--- config.mk ---
export PLATFORM = sky130hd
export DESIGN_NAME = dsi_pkt_assembler_flat
export DESIGN_NICKNAME = d
export VERILOG_FILES = /design/src/rtl/dsi_pkt_if.sv /design/src/rtl/dsi_pkt_assembler.sv /design/src/flat_wrapper.sv
export SDC_FILE = /design/constraint.sdc
export NUM_CORES = 1
export LEC_CHECK = 0
export BUFFER_PORTS_ARGS = -buffer_cell sky130_fd_sc_hd__buf_2
export CORE_MARGIN = 4
export CORE_UTILIZATION = 49
export CTS_CLUSTER_DIAMETER = 40
export DETAILED_ROUTE_END_ITERATION = 6
export PLACE_DENSITY = 0.69
export SLEW_MARGIN = 15
export SYNTH_ARGS = -nofsm -noshare
export SYNTH_HDL_FRONTEND = slang
export SYNTH_SLANG_ARGS = --single-unit
--- constraint.sdc ---
create_clock -name dsi_clk -period 6.5 [get_ports dsi_clk]
set_clock_uncertainty 0.1 [all_clocks]
set_input_delay 0.65 -clock dsi_clk [delete_from_list [all_inputs] [get_ports dsi_clk]]
set_output_delay 0.65 -clock dsi_clk [all_outputs]
set_load 0.005 [all_outputs]
--- src/rtl/dsi_pkt_if.sv ---
// Byte-stream bundle between the DSI header/ECC/payload sources, the packet assembler
// and the lane distributor.
interface dsi_pkt_if;
    logic        hdr_valid;
    logic        hdr_ready;
    logic [7:0]  hdr_di;
    logic [15:0] hdr_wc;
    logic        hdr_long;
    logic [7:0]  ecc;
    logic        ecc_done;
    logic        pl_valid;
    logic        pl_ready;
    logic [7:0]  pl_data;
    logic        out_valid;
    logic        out_ready;
    logic [7:0]  out_data;
    logic        out_sop;
    logic        out_eop;

    // Source side: header/ECC/payload producers and the downstream sink.
    modport master (
        output hdr_valid, hdr_di, hdr_wc, hdr_long, ecc, ecc_done, pl_valid, pl_data, out_ready,
        input  hdr_ready, pl_ready, out_valid, out_data, out_sop, out_eop
    );

    // Assembler side.
    modport slave (
        input  hdr_valid, hdr_di, hdr_wc, hdr_long, ecc, ecc_done, pl_valid, pl_data, out_ready,
        output hdr_ready, pl_ready, out_valid, out_data, out_sop, out_eop
    );
endinterface

--- src/rtl/dsi_pkt_assembler.sv ---
// DSI packet assembler: merges header, ECC and payload into one byte stream and appends
// the reflected CRC-16 to long packets.
module dsi_pkt_assembler #(
    parameter int unsigned ECC_TIMEOUT = 64,
    parameter logic [15:0] CRC_SEED    = 16'hFFFF
) (
    input  logic     dsi_clk,
    input  logic     dsi_rst,
    dsi_pkt_if.slave bus,
    output logic     ecc_timeout_err,
    output logic     busy
);

    typedef enum logic [2:0] {
        StIdle,
        StWaitEcc,
        StHdr,
        StPayload,
        StCrcLo,
        StCrcHi
    } state_e;

    state_e      state_q;
    logic [7:0]  di_q;
    logic [15:0] wc_q;
    logic        long_q;
    logic [7:0]  ecc_q;
    logic        ecc_pend_q;
    logic [1:0]  idx_q;
    logic [15:0] rem_q;
    logic [31:0] cnt_q;
    logic [15:0] crc_q;
    logic        err_q;
    logic        xfer;

    // One byte of reflected CCITT (poly 0x8408), LSB first, no final XOR.
    function automatic logic [15:0] crc_byte(input logic [15:0] c, input logic [7:0] b);
        logic [15:0] r;
        r = c ^ {8'h00, b};
        for (int i = 0; i < 8; i++) begin
            r = r[0] ? ((r >> 1) ^ 16'h8408) : (r >> 1);
        end
        return r;
    endfunction

    always_comb begin
        bus.hdr_ready = (state_q == StIdle);
        bus.pl_ready  = (state_q == StPayload) && bus.out_ready;
        bus.out_valid = 1'b0;
        bus.out_data  = 8'h00;
        bus.out_sop   = 1'b0;
        bus.out_eop   = 1'b0;
        unique case (state_q)
            StHdr: begin
                bus.out_valid = 1'b1;
                case (idx_q)
                    2'd0: begin
                        bus.out_data = di_q;
                        bus.out_sop  = 1'b1;
                    end
                    2'd1: bus.out_data = wc_q[7:0];
                    2'd2: bus.out_data = wc_q[15:8];
                    default: begin
                        bus.out_data = ecc_q;
                        bus.out_eop  = !long_q;
                    end
                endcase
            end
            // Payload passes straight through so there is no added latency or bubble.
            StPayload: begin
                bus.out_valid = bus.pl_valid;
                bus.out_data  = bus.pl_data;
            end
            StCrcLo: begin
                bus.out_valid = 1'b1;
                bus.out_data  = crc_q[7:0];
            end
            StCrcHi: begin
                bus.out_valid = 1'b1;
                bus.out_data  = crc_q[15:8];
                bus.out_eop   = 1'b1;
            end
            default: ;
        endcase
    end

    assign xfer            = bus.out_valid && bus.out_ready;
    assign busy            = (state_q != StIdle);
    assign ecc_timeout_err = err_q;

    always_ff @(posedge dsi_clk) begin
        if (dsi_rst) begin
            state_q    <= StIdle;
            di_q       <= 8'h00;
            wc_q       <= 16'h0000;
            long_q     <= 1'b0;
            ecc_q      <= 8'h00;
            ecc_pend_q <= 1'b0;
            idx_q      <= 2'd0;
            rem_q      <= 16'h0000;
            cnt_q      <= 32'd0;
            crc_q      <= CRC_SEED;
            err_q      <= 1'b0;
        end else begin
            err_q <= 1'b0;
            if (bus.ecc_done && (state_q == StIdle || state_q == StWaitEcc)) begin
                ecc_q      <= bus.ecc;
                ecc_pend_q <= 1'b1;
            end
            case (state_q)
                StIdle: begin
                    if (bus.hdr_valid) begin
                        di_q   <= bus.hdr_di;
                        wc_q   <= bus.hdr_wc;
                        long_q <= bus.hdr_long;
                        rem_q  <= bus.hdr_wc;
                        cnt_q  <= 32'd0;
                        crc_q  <= CRC_SEED;
                        idx_q  <= 2'd0;
                        // The pending ECC belongs to this header, so consume it now.
                        if (ecc_pend_q || bus.ecc_done) begin
                            state_q    <= StHdr;
                            ecc_pend_q <= 1'b0;
                        end else begin
                            state_q <= StWaitEcc;
                        end
                    end
                end
                StWaitEcc: begin
                    if (ecc_pend_q || bus.ecc_done) begin
                        state_q    <= StHdr;
                        ecc_pend_q <= 1'b0;
                    end else if (ECC_TIMEOUT != 0 && cnt_q == ECC_TIMEOUT - 1) begin
                        state_q    <= StIdle;
                        ecc_pend_q <= 1'b0;
                        err_q      <= 1'b1;
                    end else begin
                        cnt_q <= cnt_q + 32'd1;
                    end
                end
                StHdr: begin
                    if (xfer) begin
                        if (idx_q == 2'd3) begin
                            if (!long_q) begin
                                state_q <= StIdle;
                            end else if (wc_q == 16'h0000) begin
                                state_q <= StCrcLo;
                            end else begin
                                state_q <= StPayload;
                            end
                        end else begin
                            idx_q <= idx_q + 2'd1;
                        end
                    end
                end
                StPayload: begin
                    if (xfer) begin
                        crc_q <= crc_byte(crc_q, bus.pl_data);
                        rem_q <= rem_q - 16'd1;
                        if (rem_q == 16'd1) begin
                            state_q <= StCrcLo;
                        end
                    end
                end
                StCrcLo: begin
                    if (xfer) begin
                        state_q <= StCrcHi;
                    end
                end
                StCrcHi: begin
                    if (xfer) begin
                        state_q <= StIdle;
                    end
                end
                default: state_q <= StIdle;
            endcase
        end
    end

endmodule
--- src/flat_wrapper.sv ---
// flat-port wrapper written by rule: the top's interface ports become plain ports
module dsi_pkt_assembler_flat 
#(
    parameter int unsigned ECC_TIMEOUT = 64,
    parameter logic [15:0] CRC_SEED    = 16'hFFFF
)
  (dsi_clk, dsi_rst, ecc_timeout_err, busy, bus_hdr_valid, bus_hdr_di, bus_hdr_wc, bus_hdr_long, bus_ecc, bus_ecc_done, bus_pl_valid, bus_pl_data, bus_out_ready, bus_hdr_ready, bus_pl_ready, bus_out_valid, bus_out_data, bus_out_sop, bus_out_eop);
  dsi_pkt_if bus_i ();
  input  logic dsi_clk;
  input  logic dsi_rst;
  output logic ecc_timeout_err;
  output logic busy;
  input wire logic [$bits(bus_i.hdr_valid)-1:0] bus_hdr_valid;
  input wire logic [$bits(bus_i.hdr_di)-1:0] bus_hdr_di;
  input wire logic [$bits(bus_i.hdr_wc)-1:0] bus_hdr_wc;
  input wire logic [$bits(bus_i.hdr_long)-1:0] bus_hdr_long;
  input wire logic [$bits(bus_i.ecc)-1:0] bus_ecc;
  input wire logic [$bits(bus_i.ecc_done)-1:0] bus_ecc_done;
  input wire logic [$bits(bus_i.pl_valid)-1:0] bus_pl_valid;
  input wire logic [$bits(bus_i.pl_data)-1:0] bus_pl_data;
  input wire logic [$bits(bus_i.out_ready)-1:0] bus_out_ready;
  output wire logic [$bits(bus_i.hdr_ready)-1:0] bus_hdr_ready;
  output wire logic [$bits(bus_i.pl_ready)-1:0] bus_pl_ready;
  output wire logic [$bits(bus_i.out_valid)-1:0] bus_out_valid;
  output wire logic [$bits(bus_i.out_data)-1:0] bus_out_data;
  output wire logic [$bits(bus_i.out_sop)-1:0] bus_out_sop;
  output wire logic [$bits(bus_i.out_eop)-1:0] bus_out_eop;
  assign bus_i.hdr_valid = bus_hdr_valid;
  assign bus_i.hdr_di = bus_hdr_di;
  assign bus_i.hdr_wc = bus_hdr_wc;
  assign bus_i.hdr_long = bus_hdr_long;
  assign bus_i.ecc = bus_ecc;
  assign bus_i.ecc_done = bus_ecc_done;
  assign bus_i.pl_valid = bus_pl_valid;
  assign bus_i.pl_data = bus_pl_data;
  assign bus_i.out_ready = bus_out_ready;
  assign bus_hdr_ready = bus_i.hdr_ready;
  assign bus_pl_ready = bus_i.pl_ready;
  assign bus_out_valid = bus_i.out_valid;
  assign bus_out_data = bus_i.out_data;
  assign bus_out_sop = bus_i.out_sop;
  assign bus_out_eop = bus_i.out_eop;
  dsi_pkt_assembler #(.ECC_TIMEOUT(ECC_TIMEOUT), .CRC_SEED(CRC_SEED)) u_core (.dsi_clk(dsi_clk), .dsi_rst(dsi_rst), .bus(bus_i), .ecc_timeout_err(ecc_timeout_err), .busy(busy));
endmodule
# --- Yosys cells after proc, flatten, opt, wreduce, memory -nomap -nowiden ---
# Cells that the tools add are included.
# W data, S select, Z words.
op_classes:
  add_sub_neg: 3
  n_eq_ne: 21
  mux: 49
  bitwise_logic: 10
  reduce_logical: 21
ops:
  columns: ["op", "count"]
  rows:
  - ["$mux W16", 12]
  - ["$mux W32", 3]
  - ["$pmux W16 S2", 2]
  - ["$pmux W32 S2", 1]
  - ["$mux W3", 11]
  - ["$add A32 B1 Y32 const B", 1]
  - ["$eq A32 B6 Y1 const B", 1]
  - ["$pmux W8 S4", 1]
  - ["$not A2 Y3", 8]
  - ["$pmux W8 S3", 1]
  - ["$pmux W3 S6", 1]
  - ["$eq A16 B1 Y1 const B", 1]
  - ["$logic_not A16 Y1", 1]
  - ["$sub A16 B1 Y16 const B", 1]
  - ["$xor A16 B8 Y16", 1]
  - ["$ne A2 B1 Y1 const B", 5]
  - ["$ne A2 B2 Y1 const B", 5]
  - ["$mux W1", 9]
  - ["$reduce_or A3 Y1", 3]
  - ["$mux W2", 4]
  - ["$reduce_and A4 Y1", 2]
  - ["$reduce_and A8 Y1", 1]
  - ["$eq A3 B2 Y1 const B", 2]
  - ["$eq A3 B3 Y1 const B", 2]
  - ["17 further kinds", 25]
totals:
  regBits: 104
  inputBits: 47
  out_inout_bits: 15
  elab_cells: 115

# --- Logic depth before layout (Yosys ltp) ---
depth:
  word_depth: 19
  ltp_mapped: 9
  depth_no_buf: 7

# --- Least setup slack after synthesis ---
# No wires, ideal clock.
synth_path:
  kind: "register to output"
  start: "reg u_core.idx_q[0]"
  end: "out bus_out_data[6]"
  t_arrival_ps: 1515
  required_ps: 5750
  setup_slack_ps: 4235
  path_stages_with_launch: 8
  n_path_buf: 1
  cell_sequence: "dfxtp_1 -> inv_1 -> ha_1 -> clkbuf_1 -> a222oi_1 -> o21ai_0 -> a222oi_1 -> nor2b_1"
synth_via:
  elab_chain_cells: 3
  elab_cells_between_ends: 5
  classes_between: "eq/ne (2); mux (2); reduce/logical (1)"
synth_rtl:
  columns: ["element", "line", "text"]
  rows:
  - ["from (decl)", "dsi_pkt_assembler.sv:29", "logic [1:0] idx_q;"]
  - ["from (signal assigned)", "dsi_pkt_assembler.sv:152", "idx_q <= idx_q + 2'd1;"]
  - ["$eq A2 B2 Y1 (tied with other cells)", "dsi_pkt_assembler.sv:56", "case (idx_q)"]
  - ["$pmux W8 S3 *", "dsi_pkt_assembler.sv:56", null]
  - ["$pmux W8 S4 *", "dsi_pkt_assembler.sv:53", "unique case (state_q)"]
  - ["to (decl)", "flat_wrapper.sv:25", "output wire logic [$bits(bus_i.out_data)-1:0] bus_out_data;"]
# Mark *: on every way between the ends. The rest lies on a longest branch, timed or not.

# --- Final worst setup path ---
layout_path:
  start: "reg u_core.state_q[0]"
  end: "out bus_out_data[0]"
layout_via:
  elab_chain_cells: 2
  elab_cells_between_ends: 5
  classes_between: "eq/ne (4); mux (1)"
layout_rtl:
  columns: ["element", "line", "text"]
  rows:
  - ["from (decl)", "dsi_pkt_assembler.sv:23", "state_e state_q;"]
  - ["from (signal assigned)", "dsi_pkt_assembler.sv:93", "state_q <= StIdle;"]
  - ["from (signal assigned)", "dsi_pkt_assembler.sv:122", "state_q <= StHdr;"]
  - ["from (signal assigned)", "dsi_pkt_assembler.sv:125", "state_q <= StWaitEcc;"]
  - ["$eq A3 B3 Y1 / $eq A3 B2 Y1 (equally long branches)", "dsi_pkt_assembler.sv:53", null]
  - ["$pmux W8 S4 *", "dsi_pkt_assembler.sv:53", null]
# Marked as above.

==> results.sh <==
export IMPL_worst_path_max_fanout=28
export IMPL_netlist_cell_type_count=66
export IMPL_setup_total_negative_slack_ps=0
export IMPL_drc=0
export IMPL_clock_tree_htree_level_count=3
export IMPL_finalSetupViolations=0
export IMPL_grtUsageMet1_pct=30.8
export IMPL_slew_limit_headroom_pct=28.4
export IMPL_worst_r2r_cell_count=7
export IMPL_postSynth_asyncResetShare_pct=0
export IMPL_drt_first_iter_violations=511
export IMPL_cts_tree="built"
export IMPL_post_synth_inst_count=706
export IMPL_syn_area_per_cell_um2=7.94
export IMPL_hold_depth=2
export IMPL_leakage_nw=2.19
export IMPL_grt_antenna_before_repair=0
export IMPL_filler_cell_count=1036
export IMPL_synth_yosys_warnings=0
export IMPL_multiInputGateArea_um2=3280
export IMPL_r2r_setup_slack_ps=3140
export IMPL_total_power_mw=2.21
export IMPL_timing_max_transition_violations_final=0
export IMPL_finish_net_count=794
export IMPL_synthesized_flop_and_latch_total=104
export IMPL_grt_usage_pct=23.5
export IMPL_cap_violations=0
export IMPL_cts_sinks=104
export IMPL_grt_pass1_wl_um=24900
export IMPL_finalCriticalPeriod_ps=3510
export IMPL_ant_nets=0
export IMPL_global_route_usage_met2_pct=36.9
export IMPL_io_pins=62
export IMPL_number_of_synthesized_flops_with_an_enable_pin=0
export IMPL_critical_path_reg2reg_startpoint="u_core.state_q[1]"
export IMPL_place_gp_congestion=0.915
export IMPL_first_global_vias=4976
export IMPL_clk_latency_ps=360
export IMPL_die_h_um=115
export IMPL_run_status="completed"
export IMPL_core_area_um2=11000
export IMPL_clk_root_buffer_cell="clkbuf_16"
export IMPL_synth_nets=761
export IMPL_antenna_diode_count=0
export IMPL_grt_max_degree=57
export IMPL_timing_hold_worst_class="register to register"
export IMPL_grt_busiest_layer="met2"
export IMPL_irDropWorstVdd_mv=0.335
export IMPL_hold_viol_final=0
export IMPL_clk_transition_reported_paths_ps=70
export IMPL_global_route_usage_met3_pct=6.68
export IMPL_rsz0062_at_grt="false"
export IMPL_achievable_frequency_mhz=285
export IMPL_floorplan_die_width_um=115
export IMPL_power_density_cell_area_nw_per_um2=354
export IMPL_ys_dominant_reg_cell="dfxtp_1"
export IMPL_detail_route_wl_per_cell_um=17.3
export IMPL_criticalPathCategory="register to output pin"
export IMPL_min_to="u_core.ecc_q[2]"
export IMPL_cts_path_max_buffers=2
export IMPL_floorplan_die_area_um2=13200
export IMPL_start_util_pct=50.8
export IMPL_regToRegEndpoint="u_core.cnt_q[17]"
export IMPL_area_growth_synth_to_final_pct=11.1
export IMPL_critical_path_endpoint_type="output pin"
export IMPL_vias=5406
export IMPL_fin_crit_sh_pct=54.0
export IMPL_port_buffer_count=61
export IMPL_routed_wirelength_um=15300
export IMPL_timing_hold_worst_start="u_core.ecc_q[2]"
export IMPL_seq_area_um2=2080
export IMPL_first_pass_iters=6
export IMPL_cp_arrival_ps=2760
export IMPL_drive_above_1_share_pct=14.5
export IMPL_cts_buffers_inserted=9
export IMPL_synth_cell_area_um2=5610
export IMPL_vias_per_cell=6.12
export IMPL_finalHoldWorstSlack_ps=358
export IMPL_post_cts_buffers=0
export IMPL_worst_endpoint_required_ps=5750
export IMPL_tightest_slew_ps=1070
export IMPL_seq_area_frac_synth_pct=37.1
export IMPL_cp_start_kind="register"
export IMPL_post_cts_resized_instances=0
export IMPL_detailed_place_hpwl_um=10900
export IMPL_num_rows=38
export IMPL_number_of_buffers_inserted_by_hold_repair_at_cts=0
export IMPL_grt_residual_overflow=0
==> critical path, stage by stage (launching register included) <==
cell and delay (ps):
dfxtp_1 1030, and3_1 840, a222oi_1 250, nor2b_1 150
buf_2 130
==> power breakdown <==
group / leakage, nW / switching (mW) / internal (mW) / total [mW]
Combinational: 1.19 / 0.515 / 0.291 / 0.806
Clock: 0.149 / 0.252 / 0.311 / 0.563
Sequential: 0.847 / 0.116 / 0.721 / 0.837
==> layer usage <==
metal / vias to the layer above / share of wire (%)
li1: 2643 / -
met1: 2547 / 44
met2: 182 / 46
met3: 34 / 7.2
met4: 0 / 2.7
met5: - / 0
==> per-stage QoR <==
stage               util, %  area [um2]  setup slack (ps)  std cells
finish                 56.5        6230              2990        884
global route           56.5        6230              2890        884
CTS                    56.5        6230              3050        884
detailed placement     53.7        5920              3240        868
global placement       53.7        5920              3310        868
floorplan                 -        5610              4230        706
==> kinds of logic (layout without fill, tap and decap cells) <==
| logic type | Yosys count | count (layout) | share of synthesized area (%) |
|---|---|---|---|
| AO/OA/AOI/OAI | 189 | 189 | 21.6 |
| XOR/XNOR | 32 | 32 | 5.00 |
| adder cells (fa/ha/maj) | 8 | 8 | 1.79 |
| buffers and inverters | 57 | 95 | 4.40 |
| flip-flops | 104 | 104 | 37.1 |
| multiplexers | 12 | 12 | 2.34 |
| AND/OR/NAND/NOR | 304 | 304 | 27.7 |
==> flip-flops by register name (all words and copies together), names as in the netlist <==
signal,cells
u_core.ecc_q,8
u_core.rem_q,16
u_core.crc_q,16
u_core.di_q,8
u_core.state_q,3
u_core.wc_q,16
u_core.cnt_q,32
u_core.ecc_pend_q,1
u_core.ecc_timeout_err,1
u_core.idx_q,2
u_core.long_q,1
==> cell type report <==
cell class | count | area share [%]
multi-input combinational | 545 | 52.6
timing repair buffer | 64 | 5.26
clock buffer | 10 | 3.84
tap | 140 | 2.81
sequential | 104 | 33.4
clock inverter | 6 | 1.11
inverter | 15 | 0.904
==> placed cells by master, fill, tap and decap left out, drive strengths merged, types with 15 or more instances in the layout <==
cell type  count
a222oi        16
inv           15
nor4          18
buf           64
nor2          47
nor3          22
nand2        111
nand4         19
nand3         23
o21ai         48
dfxtp        104
xor2          18
a21oi         67
==> cells in the mapped netlist (14+ instances only) <==
master    count  share of area, %
nand2_1     111               7.4
dfxtp_1     104                37
a21oi_1      65               5.8
nor2_1       47               3.1
o21ai_0      41               3.7
clkbuf_1     28               1.9
nand3_1      23               2.1
nor3_1       20               1.8
xor2_1       18               2.8
nand4_1      17               1.9
a222oi_1     16               2.9
nor4_1       16               1.8
inv_1        14              0.94
or3_1        14               1.6
xnor2_1      14               2.2
==> worst max-delay path by stage <==
| stage | slack, ps | cells past startpoint | endpoint | start |
|---|---|---|---|---|
| after CTS | 3050 | 4 | bus_out_data[0] | u_core.state_q[0] |
| after detailed placement | 3240 | 7 | u_core.cnt_q[25] | u_core.state_q[1] |
| after floorplan | 4230 | 7 | bus_out_data[6] | u_core.idx_q[0] |
| after global routing | 2890 | 4 | bus_out_data[1] | u_core.state_q[0] |
| final | 2990 | 4 | bus_out_data[0] | u_core.state_q[0] |
| after global placement | 3310 | 7 | u_core.cnt_q[17] | u_core.state_q[1] |
No activity file was read; power rests on OpenSTA's default activity.
